`config.mk`:
```
export PLATFORM = sky130hd
export DESIGN_NAME = mux_nto1_scan
export DESIGN_NICKNAME = d
export VERILOG_FILES = /design/src/rtl/mux_nto1_scan.sv
export SDC_FILE = /design/constraint.sdc
export NUM_CORES = 1
export LEC_CHECK = 0
export BUFFER_PORTS_ARGS = -buffer_cell sky130_fd_sc_hd__clkbuf_2
export CAP_MARGIN = 20
export CELL_PAD_IN_SITES_DETAIL_PLACEMENT = 2
export CELL_PAD_IN_SITES_GLOBAL_PLACEMENT = 2
export CORE_MARGIN = 2
export CORE_UTILIZATION = 23
export DETAILED_ROUTE_END_ITERATION = 7
export MAX_ROUTING_LAYER = met4
export PLACE_DENSITY = 0.9
export SYNTH_ARGS = -nofsm -noshare
export SYNTH_HDL_FRONTEND = slang
export SYNTH_SLANG_ARGS = --single-unit
```
`constraint.sdc`:
```
create_clock -name clk -period 5.4 [get_ports clk]
set_input_delay 0.27 -clock clk [delete_from_list [all_inputs] [get_ports clk]]
set_output_delay 0.27 -clock clk [all_outputs]
set_load 0.005 [all_outputs]
```
`src/rtl/mux_nto1_scan.sv`:
```
// N-channel registered multiplexer with valid/ready output stage.
// Direct mode selects by `sel`; scan mode walks all channels, DWELL accepted samples each.
module mux_nto1_scan #(
  parameter int unsigned N     = 16,
  parameter int unsigned W     = 8,
  parameter int unsigned DWELL = 1,
  parameter int unsigned SELW  = $clog2(N)
) (
  input  logic              clk,
  input  logic              rst_n,
  input  logic [N*W-1:0]    in_data,
  input  logic [SELW-1:0]   sel,
  input  logic              mode,
  input  logic              en,
  output logic [W-1:0]      out_data,
  output logic [SELW-1:0]   out_ch,
  output logic              out_valid,
  input  logic              out_ready,
  output logic              wrap
);

  localparam int unsigned     DW      = $clog2(DWELL + 1);
  localparam logic [SELW-1:0] LAST_CH = SELW'(N - 1);
  localparam logic [SELW:0]   N_EXT   = (SELW + 1)'(N);
  localparam logic [DW-1:0]   DLAST   = DW'(DWELL - 1);

  logic [W-1:0]    chan [N];
  logic [W-1:0]    data_q,  data_d;
  logic [SELW-1:0] ch_q,    ch_d;
  logic            valid_q, valid_d;
  logic            wrap_q,  wrap_d;
  logic [SELW-1:0] ptr_q,   ptr_d;
  logic [DW-1:0]   dcnt_q,  dcnt_d;
  logic            mode_q,  mode_d;

  logic            cap;
  logic            entry;
  logic [SELW-1:0] ptr_cur;
  logic [DW-1:0]   dcnt_cur;
  logic [SELW-1:0] sel_c;
  logic [SELW-1:0] ch_sel;

  always_comb begin
    for (int unsigned k = 0; k < N; k++) begin
      chan[k] = in_data[k*W +: W];
    end
  end

  always_comb begin
    cap      = en && (!valid_q || out_ready);
    // Scan entry zeroes the pointer on this same edge, so a coincident capture sees channel 0.
    entry    = mode && !mode_q;
    ptr_cur  = entry ? '0 : ptr_q;
    dcnt_cur = entry ? '0 : dcnt_q;
    sel_c    = ({1'b0, sel} >= N_EXT) ? LAST_CH : sel;
    ch_sel   = mode ? ptr_cur : sel_c;

    data_d   = data_q;
    ch_d     = ch_q;
    valid_d  = valid_q && !out_ready;
    wrap_d   = 1'b0;
    ptr_d    = ptr_cur;
    dcnt_d   = dcnt_cur;
    mode_d   = mode;

    if (cap) begin
      data_d  = chan[ch_sel];
      ch_d    = ch_sel;
      valid_d = 1'b1;
      if (mode) begin
        if (dcnt_cur == DLAST) begin
          dcnt_d = '0;
          ptr_d  = (ptr_cur == LAST_CH) ? '0 : ptr_cur + SELW'(1);
          wrap_d = (ptr_cur == LAST_CH);
        end else begin
          dcnt_d = dcnt_cur + DW'(1);
        end
      end
    end
  end

  always_ff @(posedge clk or negedge rst_n) begin
    if (!rst_n) begin
      data_q  <= '0;
      ch_q    <= '0;
      valid_q <= 1'b0;
      wrap_q  <= 1'b0;
      ptr_q   <= '0;
      dcnt_q  <= '0;
      mode_q  <= 1'b0;
    end else begin
      data_q  <= data_d;
      ch_q    <= ch_d;
      valid_q <= valid_d;
      wrap_q  <= wrap_d;
      ptr_q   <= ptr_d;
      dcnt_q  <= dcnt_d;
      mode_q  <= mode_d;
    end
  end

  assign out_data  = data_q;
  assign out_ch    = ch_q;
  assign out_valid = valid_q;
  assign wrap      = wrap_q;

endmodule

```
== Word-level counts from Yosys, hierarchy flattened ==
Cells that the tools add are included.

* Reductions and logical operators: 7
* $add $sub $neg: 2
* $lt $le $gt $ge: 1
* Equality and inequality tests: 1
* Bitwise gates (word level): 1
* Muxes and demuxes: 17

{| class="wikitable"
|+ Operator list
! cell !! count
|-
| $bmux 8 s4 || 1
|-
| $mux 4 || 6
|-
| $mux 8 || 2
|-
| $mux 1 || 8
|-
| $ge 5x5->1 const B || 1
|-
| $not 4->5 || 1
|-
| $add 4x1->4 const B || 1
|-
| $eq 4x4->1 const B || 1
|-
| $logic_and 1x1->1 || 3
|-
| $logic_not 1->1 || 3
|-
| $add 1x1->1 const B || 1
|-
| $logic_or 1x1->1 || 1
|}

* Output and inout bits: 14
* Flip-flop bits (word level): 20
* Word-level logic and storage cells: 36
* Input port bits: 137

== Longest topological paths before layout ==
Gate-level depths: netlist of run 1.

* Word-level depth: 8
* Gate-level depth with buffers: 9

== Worst setup path before layout of run 1 ==
OpenSTA, ideal clock, no wires.

* Path kind: register -> register
* Start point: reg mode_q
* End point: reg ptr_q[2]
* Stages on the path, launching flop included: 10
* Arrival: 1.628 ns
* Buffers on the path: 1
* Setup slack: 3.652 ns
* Path through: dfrtp_1 -> buf_2 -> inv_1 -> nand2_1 -> and2_1 -> ha_1 -> inv_1 -> o31ai_1 -> a21boi_0 -> a41o_1

* Cells in the longest elaborated chain, start to end: 8
* Elaborated cells on any way between the ends: 10
* Those cells by class: add/sub: 1; eq/ne: 1; mux: 6; reduce/logical: 2

{| class="wikitable"
|+ RTL lines
! what !! line !! source
|-
| start, declared || 34 || <nowiki>logic mode_q, mode_d;</nowiki>
|-
| start signal, assigned || 98 || <nowiki>mode_q <= mode_d;</nowiki>
|-
| $logic_not 1->1 (*) || 52 || <nowiki>entry = mode && !mode_q;</nowiki>
|-
| $logic_and 1x1->1 (*) || 52 ||
|-
| $mux 4 || 53 || <nowiki>ptr_cur = entry ? '0 : ptr_q;</nowiki>
|-
| $add 4x1->4 or $eq 4x4->1 (tied branches) || 73 || <nowiki>ptr_d = (ptr_cur == LAST_CH) ? '0 : ptr_cur + SELW'(1);</nowiki>
|-
| $mux 4 || 73 ||
|-
| $mux 4 || 71 || <nowiki>if (dcnt_cur == DLAST) begin</nowiki>
|-
| $mux 4 || 70 || <nowiki>if (mode) begin</nowiki>
|-
| $mux 4 (*) || 66 || <nowiki>if (cap) begin</nowiki>
|-
| via ptr_d[2] || 32 || <nowiki>logic [SELW-1:0] ptr_q, ptr_d;</nowiki>
|-
| end signal, assigned || 96 || <nowiki>ptr_q <= ptr_d;</nowiki>
|-
| end, declared || 32 ||
|}

Mark *: on every way through the listed nets, which the timed path passes. The rest lies on a longest branch.
A chain may end at the register's enable or synchronous reset.

== Worst setup path after layout of run 1 ==
* Start point: reg mode_q
* End point: reg data_q[5], in the netlist out_data[5]

* Cells in the longest elaborated chain, start to end: 8

{| class="wikitable"
|+ RTL lines
! what !! line !! source
|-
| $logic_not 1->1 || 52 ||
|-
| $logic_and 1x1->1 || 52 ||
|-
| $mux 4 || 53 ||
|-
| $mux 4 || 56 || <nowiki>ch_sel = mode ? ptr_cur : sel_c;</nowiki>
|-
| $not 4->5 (not written as such) || 67 || <nowiki>data_d = chan[ch_sel];</nowiki>
|-
| $bmux 8 s4 || 67 ||
|-
| $mux 8 (not written as such) (2 in series) || 67 ||
|-
| end signal, assigned || 92 || <nowiki>data_q <= data_d;</nowiki>
|-
| end, declared || 28 || <nowiki>logic [W-1:0] data_q, data_d;</nowiki>
|}

Every way passes these cells. The select of a mux whose other input is x is not followed.

==> results.tsv, run 1 <==
metric	value	unit
status	completed	
path_cells	and3_1 -> o21ai_0 -> a31oi_1 -> nand4_1 -> o211ai_1	
syn-num-nets	412	
yosysSeqAreaShare	0.230	
synth_top_family_by_area	compound AO/OA/AOI/OAI gates	
initial_core_util	0.237	
cp.required	5.59	ns
via_per_inst	5.39	
antenna_found_initial	0	
grt_usage	0.198	
worst_ep_arrival_time	2.67	ns
setup_slack	2.92	ns
layout_commonest_cell	clkbuf_2	
drive_above_1_share	0.416	
grt_max_degree	35	
crit_slowest_cell	and3_1	
syn_area_per_cell	7.95	um^2
fin_skew	0.0121	ns
synthMuxAreaShare	0.152	
vias	2787	
grt_pass1_wl	15500	um
clk_pin_slew_worst_paths	0.09	ns
root_buffer	clkbuf_8	
final_area	0.00303	mm^2
drtPass1Iterations	4	
area_delta_synth_final	38.9	%
setup_violations	0	
crit_buf_inv	0	
cp-start-kind	flop	
synth_compound_area_frac	0.277	
drt_iter0_drc	116	
drt-total-wl	10200	um
grt-ovfl-total	0	
cpPeakStageDelay	0.85	ns
ioPinCount	151	
die_h	101	um
synth.top_cell.area_share	0.230	
yosysWarningCount	0	
post_cts_buffers	0	
wire_per_inst	19.7	um
p_per_area	190	mW/mm^2
path_class	flop to flop	
ys_top_cells_by_area	dfrtp_1 (23%), mux2i_1 (15%), nand3_1 (14%), o21ai_0 (9.0%), a221o_1 (3.7%)	
die_x	101	um
post-dp-hpwl	8080	um
dieArea	0.0103	mm^2
synth_simple_gate_area_frac	0.266	
layout_min_cycle_time	2.48	ns
slew_headroom	0.351	
tightest_slew	0.969	ns
vdd_drop_max	102	uV
synth-xor-area-share	0	
async_flop_share	1.00	
core-area	0.00920	mm^2
placed_cell_area	0.00295	mm^2
clock_latency	0.27	ns
cp_top_family	simple AND/OR/NAND/NOR gates	
fp-row-count	35	
clock_path_buffers	2	
grt_pass1_vias	3105	
synth_flop_cell	dfrtp_1	
postRouteAntennaNets	0	
synth_top_cell_by_area	dfrtp_1	
nNetsFinal	545	
finalMaxSlewViolations	0	
numCtsBuffers	3	
numPortBuffers	150	
htree_levels	1	
final_cell_mix	clkbuf_2 (150), nand3_1 (60), o21ai_0 (39), mux2i_1 (32), dfrtp_1 (20)	
synth_cells	274	
crit_fanout	32	
synth.distinct_cells	39	
min_path_type	primary input to flop	
cts_hold_buf	1	
finalSetupTns	0	ns
dpl_worst_slack	2.96	ns
worstSetupEndpointType	flop	
finalCritPeriodShare	0.459	
place_congestion	0.873	
leakage	1.47	nW
ys_ff_latch	20	
synthAdderAreaFrac	0.00574	
hold_viol_final	0	
cts_tree	yes	
diodes	0	
rsz0062_at_grt	no	
drv_cap	0	
syn_area	0.00218	mm^2
fmaxAchievable	0.404	GHz
cts.sinks	20	
synth_edf_count	0	
drc	0	
cts.repair.resized	0	
## routing by layer
metal	share of wire	track usage	wire length, um
met1	0.44	0.243	4420
met2	0.50	0.348	5070
met4	0.012	0.0499	124
met5	0	-	0
met3	0.054	0.0179	545
## path summary, 6_finish.rpt
path,start,to,slack (ns),cells after the start
worst max-delay path,mode_q,out_data[5],2.92,5
worst min-delay path,en,out_valid,0.27,2
worst max register to register,mode_q,out_data[5],2.92,5
worst min register to register,out_data[0],out_data[0],0.51,2
max in group asynchronous,rst_n,out_data[7],4.52,2
min in group asynchronous,rst_n,out_ch[3],0.50,2
## stage by stage
stage / total power, mW / util / hold slack (ns) / std cells
finish: 0.576 / 0.329 / 0.266 / 517
global route: 0.612 / 0.329 / 0.284 / 517
CTS: 0.584 / 0.329 / 0.273 / 517
detailed placement: 0.425 / 0.320 / 0.283 / 512
global placement: 0.411 / 0.320 / 0.274 / 512
floorplan: 0.317 / - / -0.0256 / 274
## logic make-up after synthesis
group,count (synthesis)
DFF,20
AOI/OAI and AO/OA,86
buffers and inverters,28
adders and majority gates,1
and+or+nand+nor,106
muxes,33
## sequential cells by signal, indices dropped and copies added (netlist names)
name       count
out_data       8
out_ch         4
ptr_q          4
dcnt_q         1
mode_q         1
out_valid      1
wrap           1
## area by class of cell
type | instances | area [um^2]
flip-flops and latches | 20 | 500
clock buffers | 3 | 41.3
repair buffers | 153 | 776
fillers | 1103 | 6170
inverters | 3 | 11.3
well taps | 111 | 139
clock inverters | 1 | 30.0
multi-input cells | 226 | 1530
## cell usage after synthesis (all sizes together), types with 2 or more instances
library cell / instances
inv: 3
and3: 3
dfrtp: 20
o211ai: 8
nor2b: 2
nand4b: 3
nor2: 4
a31oi: 10
a22o: 9
o31ai: 2
a221o: 8
mux2i: 32
clkbuf: 14
nand2: 13
nand3: 61
o21ai: 42
nand2b: 4
nand4: 10
a21boi: 2
and2: 4
buf: 11
## power breakdown
part	internal (mW)	leakage (nW)	switching, mW	total (mW)
Clock	0.0991	0.0357	0.0578	0.157
Sequential	0.170	0.249	0.0188	0.188
Combinational	0.108	1.19	0.123	0.231
## worst register-to-register path, cell delays in order, from the launching register on
cell and delay (ns):
dfrtp_1 0.70, and3_1 0.85, o21ai_0 0.24, a31oi_1 0.21, nand4_1 0.23, o211ai_1 0.16
Power figures use the tool's default switching activity.
==> inputs of run 2 (changes only) <==
--- a/config.mk
+++ b/config.mk
@@ -5,15 +5,16 @@
 export SDC_FILE = /design/constraint.sdc
 export NUM_CORES = 1
 export LEC_CHECK = 0
+export ABC_AREA = 1
 export BUFFER_PORTS_ARGS = -buffer_cell sky130_fd_sc_hd__clkbuf_2
 export CAP_MARGIN = 20
 export CELL_PAD_IN_SITES_DETAIL_PLACEMENT = 2
 export CELL_PAD_IN_SITES_GLOBAL_PLACEMENT = 2
 export CORE_MARGIN = 2
-export CORE_UTILIZATION = 23
+export CORE_UTILIZATION = 18
 export DETAILED_ROUTE_END_ITERATION = 7
 export MAX_ROUTING_LAYER = met4
-export PLACE_DENSITY = 0.9
+export PLACE_DENSITY = 0.79
 export SYNTH_ARGS = -nofsm -noshare
 export SYNTH_HDL_FRONTEND = slang
 export SYNTH_SLANG_ARGS = --single-unit
==> constraint.sdc (replaced) <==
create_clock -name clk -period 2.2 [get_ports clk]
set_input_delay 0.11 -clock clk [delete_from_list [all_inputs] [get_ports clk]]
set_output_delay 0.11 -clock clk [all_outputs]
set_load 0.005 [all_outputs]
==> run 2 against run 1 <==
Against the previous run: die area increased by 52%; clock skew shrank 0.0067 ns; cell area rose by 21%; total power grew to 3.1 times the previous value; cell count is 55% higher; worst setup slack worse by 2.7 ns; non-clock buffer count rose by 8; count of clock-buffer cells in the layout is the same; critical path type unchanged; largest power group unchanged; synthesized cell count increased by 76%; flip-flop and latch count is the same; highest routed layer unchanged; utilization decreased by 7.5 points.
==> results.tsv, run 2 <==
metric	value	unit	change
postRouteAntennaNets	0		unchanged
vdd_drop_max	199	uV	was 102 uV
core-area	0.0144	mm^2	was 0.00920 mm^2
cts.repair.resized	0		unchanged
dieArea	0.0156	mm^2	was 0.0103 mm^2
async_flop_share	1.00		unchanged
area_delta_synth_final	39.0	%	was 38.9%
cts_tree	yes		unchanged
holdWs	0.0440	ns	was 0.266 ns
root_buffer	clkbuf_16		was clkbuf_8
numCtsBuffers	3		unchanged
ioPinCount	151		unchanged
crit_fanout	9		was 32
initial_core_util	0.183		was 0.237
post-dp-hpwl	10200	um	was 8080 um
cp-start-kind	flop		unchanged
finalSetupTns	0	ns	unchanged
antenna_found_initial	0		unchanged
drt-total-wl	12500	um	was 10200 um
yosysSeqAreaShare	0.190		was 0.230
syn-num-nets	621		was 412
grt_pass1_vias	4098		was 3105
synth_cells	483		was 274
sw_frac_of_total	0.379		was 0.347
syn_area	0.00264	mm^2	was 0.00218 mm^2
numPortBuffers	150		unchanged
grt_pass1_wl	20900	um	was 15500 um
synth.top_cell.area_share	0.294		was 0.230
cp.required	2.35	ns	was 5.59 ns
regArea	500	um^2	unchanged
grt_usage	0.168		was 0.198
drtPass1Iterations	4		unchanged
status	completed		unchanged
yosysWarningCount	0		unchanged
layout_min_cycle_time	1.96	ns	was 2.48 ns
power.share.combinational	0.444		was 0.401
internal_power	1.10	mW	was 0.376 mW
cts_hold_buf	1		unchanged
slew_headroom	0.641		was 0.351
hold_viol_final	0		unchanged
finalCritPeriodShare	0.889		was 0.459
p_per_area	484	mW/mm^2	was 190 mW/mm^2
nNetsFinal	758		was 545
die_h	125	um	was 101 um
post_cts_buffers	0		unchanged
worst_ep_arrival_time	2.10	ns	was 2.67 ns
largest_reg_flops	8		unchanged
synth_edf_count	0		unchanged
drive_above_1_share	0.281		was 0.416
tightest_slew	0.538	ns	was 0.969 ns
finalMaxSlewViolations	0		unchanged
syn_area_per_cell	5.46	um^2	was 7.95 um^2
vias	3597		was 2787
switching_power	0.672	mW	was 0.200 mW
worstSetupEndpointType	flop		unchanged
diodes	0		unchanged
p_clk_frac	0.291		was 0.272
fin_skew	0.00535	ns	was 0.0121 ns
clk_pin_slew_worst_paths	0.06	ns	was 0.09 ns
rsz0062_at_grt	no		unchanged
synth_top_cell_by_area	nand3_1		was dfrtp_1
ys_top_cells_by_area	nand3_1 (29%), dfrtp_1 (19%), inv_1 (16%), nand2_1 (16%), nand3b_1 (6.3%)		was dfrtp_1 (23%), mux2i_1 (15%), nand3_1 (14%), o21ai_0 (9.0%), a221o_1 (3.7%)
pwr-share-seq	0.265		was 0.327
htree_levels	1		unchanged
die_x	125	um	was 101 um
synth_flop_cell	dfrtp_1		unchanged
grt-ovfl-total	0		unchanged
synthTopCellsByCount	nand3_1 (155), inv_1 (115), nand2_1 (111)		was nand3_1 (60), o21ai_0 (39), mux2i_1 (32)
setup_violations	0		unchanged
drc	0		unchanged
place_congestion	0.864		was 0.873
drv_cap	0		unchanged
layout_commonest_cell	nand3_1		was clkbuf_2
synth.most_common_cell	nand3_1		unchanged
synth.distinct_cells	24		was 39
clock_latency	0.26	ns	was 0.27 ns
via_per_inst	4.48		was 5.39
min_path_type	primary input to flop		unchanged
fp-row-count	44		was 35
fmaxAchievable	0.511	GHz	was 0.404 GHz
fillers	1854		was 1103
path_class	flop to flop		unchanged
cts.sinks	20		unchanged
grt_max_degree	49		was 35
multi_input_area	0.00153	mm^2	about the same
drt_iter0_drc	126		was 116
clock_path_buffers	2		unchanged
ys_ff_latch	20		unchanged
leakage	2.29	nW	was 1.47 nW
wire_per_inst	15.6	um	was 19.7 um
final_cell_mix	nand3_1 (154), clkbuf_2 (150), inv_1 (115), nand2_1 (111), nand3b_1 (22)		was clkbuf_2 (150), nand3_1 (60), o21ai_0 (39), mux2i_1 (32), dfrtp_1 (20)
run 2: cell count changes in the layout (fill, tap and decap cells not counted), moves of 7 or more:
cell / before / now
o21ai_0: 39 / 4
nand4_1: 10 / 0
a31oi_1: 10 / 1
nand2_1: 12 / 111
a221o_1: 8 / 0
buf_4: 2 / 9
a22o_1: 9 / 0
nand3b_1: 0 / 22
nand3_1: 60 / 154
inv_1: 3 / 115
mux2i_1: 32 / 0
run 2: per-layer routing:
metal / up-vias / global-route usage / routed length [um]
met5: - / - / 0
met4: 0 / 0.0392 / 203
met3: 14 / 0.0116 / 421
met2: 100 / 0.288 / 6080
met1: 1718 / 0.216 / 5840
li1: 1765 / - / -
run 2: layout make-up:
cell class	count	area share
flip-flops and latches	20	0.136
multi-input cells	314	0.418
well taps	184	0.0628
clock inverters	1	0.00819
repair buffers	161	0.231
clock buffers	3	0.0205
inverters	120	0.123
run 2: final timing paths:
kind                            slack (ns)          end      start  depth (start not counted)
worst max-delay path                  0.24  out_data[5]     mode_q                         11
worst min register to register        0.52    out_ch[1]  out_ch[1]                          2
max in group asynchronous             1.48  out_data[3]      rst_n                          2
worst min-delay path                  0.04    out_valid  out_ready                          2
worst max register to register        0.24  out_data[5]     mode_q                         11
min in group asynchronous             0.36    out_ch[0]      rst_n                          2
run 2: stage by stage:
step | utilization | cells | area (um^2) | setup slack [ns] | total power, mW
detailed placement | 0.246 | 798 | 3550 | 0.261 | 1.28
global route | 0.254 | 803 | 3670 | 0.0371 | 1.91
CTS | 0.254 | 803 | 3670 | 0.247 | 1.80
global placement | 0.246 | 798 | 3550 | 0.376 | 1.24
finish | 0.254 | 803 | 3670 | 0.245 | 1.77
floorplan | - | 483 | 2640 | 0.726 | 0.915
run 2: worst max-delay path, cell delays in order (launching register included):
cell and delay [ns]:
dfrtp_1 0.42, inv_1 0.06, nand2_1 0.08, inv_1 0.10, nor2_1 0.16, nand2_1 0.09, o21ai_2 0.18, clkinv_1 0.37
nand3_1 0.18, nand2_1 0.07, nand2_1 0.06, nand2_1 0.07
run 2: cell families (layout without fill, tap and decap cells):
group / after synthesis / count (layout) / share of synthesized area
fa+ha+maj: 1 / 1 / 0.00474
compound gates: 10 / 10 / 0.0270
flops: 20 / 20 / 0.190
xor+xnor: 2 / 2 / 0.00664
buf+inv: 149 / 285 / 0.231
simple gates: 301 / 301 / 0.541
run 2: power by group through the flow:
stage | Clock (mW) | Sequential (mW) | Combinational [mW]
after floorplan | 0 | 0.458 | 0.457
after global placement | 0 | 0.472 | 0.772
after detailed placement | 0 | 0.476 | 0.802
after CTS | 0.523 | 0.472 | 0.808
after global routing | 0.529 | 0.477 | 0.905
final | 0.516 | 0.471 | 0.788
